===== config.mk =====
export PLATFORM = sky130hd
export DESIGN_NAME = axi_sram_bridge
export DESIGN_NICKNAME = d
export VERILOG_FILES = /design/src/rtl/axi_sram_bridge.sv
export SDC_FILE = /design/constraint.sdc
export NUM_CORES = 1
export LEC_CHECK = 0
export BUFFER_PORTS_ARGS = -buffer_cell sky130_fd_sc_hd__buf_2
export CAP_MARGIN = 20
export CORE_AREA = 5 5 161 163
export DETAILED_ROUTE_END_ITERATION = 6
export DIE_AREA = 0 0 166 168
export MAX_ROUTING_LAYER = met4
export PLACE_DENSITY = 0.5
export SLEW_MARGIN = 25
export SYNTH_ARGS = -nofsm -noshare
export SYNTH_HDL_FRONTEND = slang
export SYNTH_SLANG_ARGS = --single-unit

===== constraint.sdc =====
create_clock -name clk -period 4.3 [get_ports clk]
set_input_delay 0.43 -clock clk [delete_from_list [all_inputs] [get_ports clk]]
set_output_delay 0.43 -clock clk [all_outputs]
set_load 0.1 [all_outputs]

===== src/rtl/axi_sram_bridge.sv =====
// Bridges the core's inst/data SRAM-like ports onto one AXI3 master: single-beat reads, one write at a time.
// Read: accept T, AR from T+1, data_ok on matching R. Write: accept T, AW/W from T+1, data_ok on B. Refused requests retry.
module axi_sram_bridge #(
    parameter logic [3:0] INST_ID = 4'd0,
    parameter logic [3:0] DATA_ID = 4'd1
) (
    input  logic        clk,
    input  logic        resetn,

    input  logic        inst_sram_req,
    input  logic        inst_sram_wr,
    input  logic [1:0]  inst_sram_size,
    input  logic [3:0]  inst_sram_wstrb,
    input  logic [31:0] inst_sram_addr,
    input  logic [31:0] inst_sram_wdata,
    output logic        inst_sram_addr_ok,
    output logic        inst_sram_data_ok,
    output logic [31:0] inst_sram_rdata,

    input  logic        data_sram_req,
    input  logic        data_sram_wr,
    input  logic [1:0]  data_sram_size,
    input  logic [3:0]  data_sram_wstrb,
    input  logic [31:0] data_sram_addr,
    input  logic [31:0] data_sram_wdata,
    output logic        data_sram_addr_ok,
    output logic        data_sram_data_ok,
    output logic [31:0] data_sram_rdata,

    output logic [3:0]  arid,
    output logic [31:0] araddr,
    output logic [7:0]  arlen,
    output logic [2:0]  arsize,
    output logic [1:0]  arburst,
    output logic [1:0]  arlock,
    output logic [3:0]  arcache,
    output logic [2:0]  arprot,
    output logic        arvalid,
    input  logic        arready,

    input  logic [3:0]  rid,
    input  logic [31:0] rdata,
    input  logic [1:0]  rresp,
    input  logic        rlast,
    input  logic        rvalid,
    output logic        rready,

    output logic [3:0]  awid,
    output logic [31:0] awaddr,
    output logic [7:0]  awlen,
    output logic [2:0]  awsize,
    output logic [1:0]  awburst,
    output logic [1:0]  awlock,
    output logic [3:0]  awcache,
    output logic [2:0]  awprot,
    output logic        awvalid,
    input  logic        awready,

    output logic [3:0]  wid,
    output logic [31:0] wdata,
    output logic [3:0]  wstrb,
    output logic        wlast,
    output logic        wvalid,
    input  logic        wready,

    input  logic [3:0]  bid,
    input  logic [1:0]  bresp,
    input  logic        bvalid,
    output logic        bready
);

    typedef enum logic {AR_IDLE, AR_REQ} ar_state_t;
    typedef enum logic [1:0] {W_IDLE, W_SEND, W_RESP} w_state_t;

    typedef struct packed {
        logic [31:0] addr;
        logic [1:0]  size;
        logic        is_data;
    } rd_req_t;

    typedef struct packed {
        logic [31:0] addr;
        logic [1:0]  size;
        logic [3:0]  strb;
        logic [31:0] dat;
    } wr_req_t;

    ar_state_t ar_state;
    w_state_t  w_state;
    rd_req_t   rd_q;
    wr_req_t   wr_q;

    logic ar_vld_q;
    logic aw_vld_q;
    logic w_vld_q;
    logic b_rdy_q;
    logic inst_rd_pend;
    logic data_rd_pend;

    logic rd_slot_free;
    logic data_rd_acc;
    logic inst_rd_acc;
    logic data_wr_acc;
    logic r_inst_hit;
    logic r_data_hit;
    logic b_hit;

    // Response status and the inst port's write fields carry nothing this bridge acts on.
    logic unused_inputs;
    assign unused_inputs = ^{inst_sram_wr, inst_sram_wstrb, inst_sram_wdata,
                             rresp, rlast, bid, bresp};

    assign rd_slot_free = (ar_state == AR_IDLE) && (w_state == W_IDLE);
    assign data_rd_acc  = resetn && data_sram_req && !data_sram_wr && !data_rd_pend && rd_slot_free;
    assign inst_rd_acc  = resetn && inst_sram_req && !inst_rd_pend && rd_slot_free && !data_rd_acc;
    // A data read still waiting in AR_REQ would otherwise be overtaken by the write.
    assign data_wr_acc  = resetn && data_sram_req && data_sram_wr && (w_state == W_IDLE)
                          && !data_rd_pend && !((ar_state == AR_REQ) && rd_q.is_data);

    assign r_inst_hit = rvalid && (rid == INST_ID) && inst_rd_pend;
    assign r_data_hit = rvalid && (rid == DATA_ID) && data_rd_pend;
    assign b_hit      = (w_state == W_RESP) && bvalid;

    assign inst_sram_addr_ok = inst_rd_acc;
    assign data_sram_addr_ok = data_rd_acc || data_wr_acc;
    assign inst_sram_data_ok = resetn && r_inst_hit;
    assign data_sram_data_ok = resetn && (r_data_hit || b_hit);
    assign inst_sram_rdata   = rdata;
    assign data_sram_rdata   = rdata;

    assign arid    = rd_q.is_data ? DATA_ID : INST_ID;
    assign araddr  = rd_q.addr;
    assign arlen   = 8'd0;
    assign arsize  = {1'b0, rd_q.size};
    assign arburst = 2'b01;
    assign arlock  = 2'b00;
    assign arcache = 4'd0;
    assign arprot  = 3'd0;
    assign arvalid = ar_vld_q;
    assign rready  = 1'b1;

    assign awid    = DATA_ID;
    assign awaddr  = wr_q.addr;
    assign awlen   = 8'd0;
    assign awsize  = {1'b0, wr_q.size};
    assign awburst = 2'b01;
    assign awlock  = 2'b00;
    assign awcache = 4'd0;
    assign awprot  = 3'd0;
    assign awvalid = aw_vld_q;

    assign wid     = DATA_ID;
    assign wdata   = wr_q.dat;
    assign wstrb   = wr_q.strb;
    assign wlast   = 1'b1;
    assign wvalid  = w_vld_q;
    assign bready  = b_rdy_q;

    always_ff @(posedge clk or negedge resetn) begin
        if (!resetn) begin
            ar_state     <= AR_IDLE;
            ar_vld_q     <= 1'b0;
            rd_q         <= '0;
            inst_rd_pend <= 1'b0;
            data_rd_pend <= 1'b0;
        end else begin
            if (r_inst_hit) inst_rd_pend <= 1'b0;
            if (r_data_hit) data_rd_pend <= 1'b0;
            case (ar_state)
                AR_IDLE: begin
                    if (data_rd_acc || inst_rd_acc) begin
                        ar_state     <= AR_REQ;
                        ar_vld_q     <= 1'b1;
                        rd_q.is_data <= data_rd_acc;
                        rd_q.addr    <= data_rd_acc ? data_sram_addr : inst_sram_addr;
                        rd_q.size    <= data_rd_acc ? data_sram_size : inst_sram_size;
                    end
                end
                AR_REQ: begin
                    if (arready) begin
                        ar_state <= AR_IDLE;
                        ar_vld_q <= 1'b0;
                        if (rd_q.is_data) data_rd_pend <= 1'b1;
                        else              inst_rd_pend <= 1'b1;
                    end
                end
                default: begin
                    ar_state <= AR_IDLE;
                    ar_vld_q <= 1'b0;
                end
            endcase
        end
    end

    always_ff @(posedge clk or negedge resetn) begin
        if (!resetn) begin
            w_state  <= W_IDLE;
            wr_q     <= '0;
            aw_vld_q <= 1'b0;
            w_vld_q  <= 1'b0;
            b_rdy_q  <= 1'b0;
        end else begin
            case (w_state)
                W_IDLE: begin
                    if (data_wr_acc) begin
                        w_state   <= W_SEND;
                        wr_q.addr <= data_sram_addr;
                        wr_q.size <= data_sram_size;
                        wr_q.strb <= data_sram_wstrb;
                        wr_q.dat  <= data_sram_wdata;
                        aw_vld_q  <= 1'b1;
                        w_vld_q   <= 1'b1;
                    end
                end
                W_SEND: begin
                    // AW and W complete independently; either may already be done.
                    if (awready) aw_vld_q <= 1'b0;
                    if (wready)  w_vld_q  <= 1'b0;
                    if ((!aw_vld_q || awready) && (!w_vld_q || wready)) begin
                        w_state <= W_RESP;
                        b_rdy_q <= 1'b1;
                    end
                end
                W_RESP: begin
                    if (bvalid) begin
                        w_state <= W_IDLE;
                        b_rdy_q <= 1'b0;
                    end
                end
                default: begin
                    w_state  <= W_IDLE;
                    aw_vld_q <= 1'b0;
                    w_vld_q  <= 1'b0;
                    b_rdy_q  <= 1'b0;
                end
            endcase
        end
    end

endmodule


==> reports/results.txt, run 1 <==
Syn-to-layout area delta = 24.3%
Post-synthesis cell count = 506
Met2 usage = 20.0%
Final core occ = 30.0%
Yosys cell types = 31
HPWL Detailed = 11.7 mm
Worst slew pin tran = 0.930 ns
Die Height = 168 microns
Initial core utilization = 24.2%
Post-route ant nets = 0
Post-synth EDFFs = 0
Clock Skew = 0.00917 ns
Vias = 3,979
Period Utilization, post-route = 63.6%
CORE AREA = 24,200 sq um
Post-synthesis sequential area ratio = 48.8%
Most common cell after layout, fill and taps aside = buf_2
Die width = 166 microns
GRT Residual Overflow = 0
Crit end category = register
Final #Nets = 870
# resized after CTS = 0
CTS root buf = clkbuf_16
Final instance area = 7260 sq um
Total I/O pin count = 426
Total of max-cap violations = 0
Hold Slack = 0.140 ns
Clock Sinks = 114
Drt wl/cell = 16.2 microns
Vias per cell = 3.93
DRC errors left = 0
Met3 Usage GRT = 3.77%
Share of layout cells above drive strength 1 = 49.1%
Clk pin slew, worst setup/hold paths = 0.06 ns
Register area = 2850 sq um
CTS tree = done
Seq cells post-synth = 114
Global-route wire length before repair = 25.3 mm
Setup TNS = 0 ns
Hold buffers post-CTS = 0
Row cnt = 57
Final setup viols = 0
Maximum clock insertion buffer count = 2
Yosys warning total = 0
Crit path required time = 4.58 ns
Hold crit path type = in2async
DP Area = 6590 sq um
Global route hottest layer = met2
Routed wire length = 16.4 mm
Avg Cell Area, Syn = 11.5 sq um
Postcts setup bufs = 0
Setup crit start kind = register
Final Hold Viols = 0
Met1 Usage GRT = 13.2%
DIE AREA = 27,900 sq um
CP arrival = 3.01 ns
Multi-input gate area = 2110 sq um
Worst rel slew slack = 38.0%
Drt pass-1 iters = 4
Pin count of the biggest net entering global routing = 69
Cell area after synthesis = 5840 sq um
Max-slew violations = 0
Crit-path max FO = 52
RD Place Congestion = 0.741
Fmax = 366 MHz
Initial antenna violation count = 1
CP Class = reg2reg
Commonest non-fill, non-tap cells in the layout = buf_2 (229), dfrtp_1 (114), a21oi_1 (63)
RSZ-0062 raised after global routing = no
CTS Buf Count = 17
Period minus WS final = 2.74 ns
I/O Buffers = 230
Filler cells = 2,564
Async set-reset flop share out of synthesis = 100%
Vias in the first global route = 4,383
Clock Latency Late Sink = 0.40 ns
Htree depth = 4
Initial DRC count = 101
Synth Flop Type = dfrtp_1
Total Routing Usage GR = 12.0%
Status = finished clean
[sequential cells by signal, summed over array words and instances, names as in the netlist]
register and count:
wdata 32, bready 1, ar_state 1, data_rd_pend 1, inst_rd_pend 1, arvalid 1
awvalid 1, araddr 32, rd_q 1, w_state 2, awsize 2, wvalid 1
awaddr 32, wstrb 4, arsize 2
[critical path, cell delays in order (launching register included)]
cell     delay [ns]
dfrtp_1        0.47
or3b_1         0.45
nor2_2         0.18
nand3_4        0.43
buf_4          0.60
mux2_1         0.44
[cells in the mapped netlist, types with 2 or more instances]
library cell	count	share of area, %
buf_4	118	15
dfrtp_1	114	49
a21oi_1	63	5.4
mux2_4	60	15
nand2_1	38	2.4
nor2_1	37	2.4
buf_6	12	2.3
mux2_1	7	1.3
nand2b_1	7	0.75
buf_2	6	0.51
mux2i_1	6	1.0
inv_1	4	0.26
and2_1	3	0.32
clkbuf_1	3	0.19
mux2_2	3	0.58
nand3_1	3	0.26
o21ai_0	3	0.26
conb_1	2	0.13
nor2b_1	2	0.21
nor4b_1	2	0.30
o221ai_1	2	0.30
o22ai_1	2	0.21
[metal layers]
| layer | vias to the layer above | routed length, microns |
|---|---|---|
| met5 | - | 0 |
| met4 | 0 | 497 |
| met3 | 35 | 991 |
| met2 | 156 | 8210 |
| met1 | 1935 | 6690 |
| li1 | 1853 | - |
[final cells by class]
type                    instances  area share, %
multi-input cells             300           29.1
well taps                     324           5.58
repair buffers                237           16.6
flip-flops and latches        114           39.3
clock inverters                14           3.12
inverters                       4          0.207
clock buffers                  18           6.05
diodes                          1         0.0345
[path summary, 6_finish.rpt]
kind	start	endpoint	slack, ns	depth (start not counted)
setup / recovery	w_state[0]	wdata[18]	1.56	5
hold / removal	resetn	data_rd_pend	0.14	2
setup reg to reg	w_state[0]	wdata[18]	1.56	5
hold reg to reg	wdata[15]	wdata[15]	0.49	1
max in group asynchronous	resetn	awsize[0]	2.82	3
min in group clk	data_sram_wdata[15]	wdata[15]	0.24	2
[cells by family (layout without fill, tap and decap cells)]
group,Yosys count,in the layout,synth area share (%)
buf+inv,143,273,18.4
flops,114,114,48.8
simple gates,99,99,7.77
mux,76,76,18.4
compound gates,72,72,6.47
other cells,2,54,0.129
[per-stage QoR]
step | instances | setup WS [ns]
2_1_floorplan | 557 | 0.540
3_3_place_gp | 979 | 1.50
3_5_place_dp | 979 | 1.50
4_1_cts | 1011 | 1.49
5_1_grt | 1012 | 1.30
6_report | 1012 | 1.56
Power of run 1 is left out: the tool's default activity adds up to more than one toggle a clock period on the data nets, which glitch-free logic cannot reach.
==> inputs of run 2 (changes only) <==
Settings changed: CORE_AREA 5 5 161 163 to 5 5 162 164, DIE_AREA 0 0 166 168 to 0 0 167 169.
Clock period 4.3 ns to 2.7 ns, I/O delays scaled along.
==> reports/results.txt, run 2 (synthesized netlist as in run 1, its figures left out) <==
Hold crit path type = in2async
Clock Sinks = 114 (unchanged)
Routed wire length = 16.3 mm (-0.59%)
DIE AREA = 28,200 sq um (+1.2%)
DP Area = 6680 sq um (+1.4%)
Final #Nets = 875 (+0.57%)
Total Routing Usage GR = 11.6% (-0.37 points)
Multi-input gate area = 2120 sq um (+0.24%)
GRT Residual Overflow = 0 (unchanged)
Vias = 3,943 (-0.90%)
Row cnt = 58 (+1.8%)
Die Height = 169 microns (+0.60%)
RSZ-0062 raised after global routing = no
Fmax = 425 MHz
Worst Setup EP = inst_sram_addr_ok
Initial core utilization = 23.6% (-0.56 points)
CORE AREA = 24,700 sq um (+2.4%)
Pin count of the biggest net entering global routing = 70 (+1.4%)
Share of layout cells above drive strength 1 = 49.4% (+0.37 points)
Global-route wire length before repair = 24.5 mm (-3.1%)
CTS Buf Count = 17 (unchanged)
Filler cells = 2,637 (+2.8%)
Syn-to-layout area delta = 24.8%
Worst r2r dst = araddr[3]
Commonest non-fill, non-tap cells in the layout = buf_2 (228), dfrtp_1 (114), a21oi_1 (63)
Crit end category = output pin
Period Utilization, post-route = 87.0%
Setup crit start kind = register
Hold buffers post-CTS = 0 (unchanged)
Vias in the first global route = 4,159 (-5.1%)
Worst rel slew slack = 40.0% (+2.0 points)
Total I/O pin count = 426 (unchanged)
Clock Skew = 0.0101 ns (+0.000903 ns)
HPWL Detailed = 11.9 mm (+1.2%)
DRC errors left = 0 (unchanged)
# resized after CTS = 0 (unchanged)
Drt wl/cell = 15.9 microns (-1.6%)
CTS tree = done
Worst slew pin tran = 0.900 ns (-0.0299 ns)
Register area = 2850 sq um (unchanged)
Crit path required time = 2.43 ns (-2.15 ns)
Initial antenna violation count = 0 (-1)
Most common cell after layout, fill and taps aside = buf_2
Antenna Cells = 0 (-1)
Die width = 167 microns (+0.60%)
RD Place Congestion = 0.766 (+3.4%)
Drt pass-1 iters = 4 (unchanged)
Max-slew violations = 0 (unchanged)
CP Class = reg2out
Status = finished, violations left
Setup TNS = 0 ns (unchanged)
Setup crit start = w_state[0]
FF-to-FF path depth = 5 (unchanged)
Final Hold Viols = 9 (+9)
Crit-path max FO = 8 (-85%)
R2R Setup Slk = 0.42 ns (-1.14 ns)
Initial DRC count = 174 (+72%)
R2R Path Start = w_state[1]
Clock Latency Late Sink = 0.40 ns (about the same)
Vias per cell = 3.86 (-1.9%)
Maximum clock insertion buffer count = 2 (unchanged)
Post-route ant nets = 0 (unchanged)
Total of max-cap violations = 0 (unchanged)
Final setup viols = 0 (unchanged)
Hold Slack = -0.00923 ns (-0.149 ns)
Clk pin slew, worst setup/hold paths = 0.06 ns (about the same)
CP arrival = 2.08 ns (-0.93 ns)
CTS root buf = clkbuf_16
Postcts setup bufs = 0 (unchanged)
Period minus WS final = 2.35 ns
Violated checks = hold timing
I/O Buffers = 230 (unchanged)
Htree depth = 4 (unchanged)
Final instance area = 7290 sq um (+0.41%)
run 2: layout make-up:
cell class                 instances  area share (%)
multi-input combinational        300            29.1
tap                              330            5.66
clock buffer                      18            5.89
clock inverter                    14            2.45
sequential                       114            39.1
timing repair buffer             242            17.6
inverter                           4           0.206
run 2: worst min path at each step:
stage           start        to  slack, ns  cells after the start
6_report       resetn  ar_state     -0.009                      2
5_1_grt        resetn   rd_q[0]       0.03                      2
4_1_cts        resetn   rd_q[0]      0.006                      2
3_5_place_dp   resetn   rd_q[0]       0.46                      2
3_3_place_gp   resetn  ar_state       0.45                      2
2_1_floorplan  resetn  ar_state      -0.03                      0
run 2: stage by stage:
| stage | util [%] | hold WS, ns | std cells | setup slack (ns) |
|---|---|---|---|---|
| after CTS | 29.5 | 0.00597 | 1022 | 0.278 |
| after detailed placement | 27.0 | 0.461 | 990 | 0.393 |
| after floorplan | - | -0.0256 | 557 | 0.0517 |
| final | 29.5 | -0.00923 | 1022 | 0.350 |
| after global placement | 27.0 | 0.453 | 990 | 0.416 |
| after global routing | 29.5 | 0.0331 | 1022 | 0.195 |
run 2: critical path: stages, from the launching register on:
cell and delay (ns):
dfrtp_1 0.37, buf_4 0.16, nor4b_1 0.43, nand2_2 0.11, nor2_1 0.15, buf_2 0.46
run 2: metal layers:
layer / up-vias / share of wire, % / GRT usage (%)
met5: - / 0 / -
met4: 0 / 2.2 / 4.45
met3: 30 / 6.2 / 3.50
met2: 149 / 50 / 19.0
met1: 1900 / 41 / 13.4
li1: 1864 / - / -
Power of run 2 is left out for the same reason.
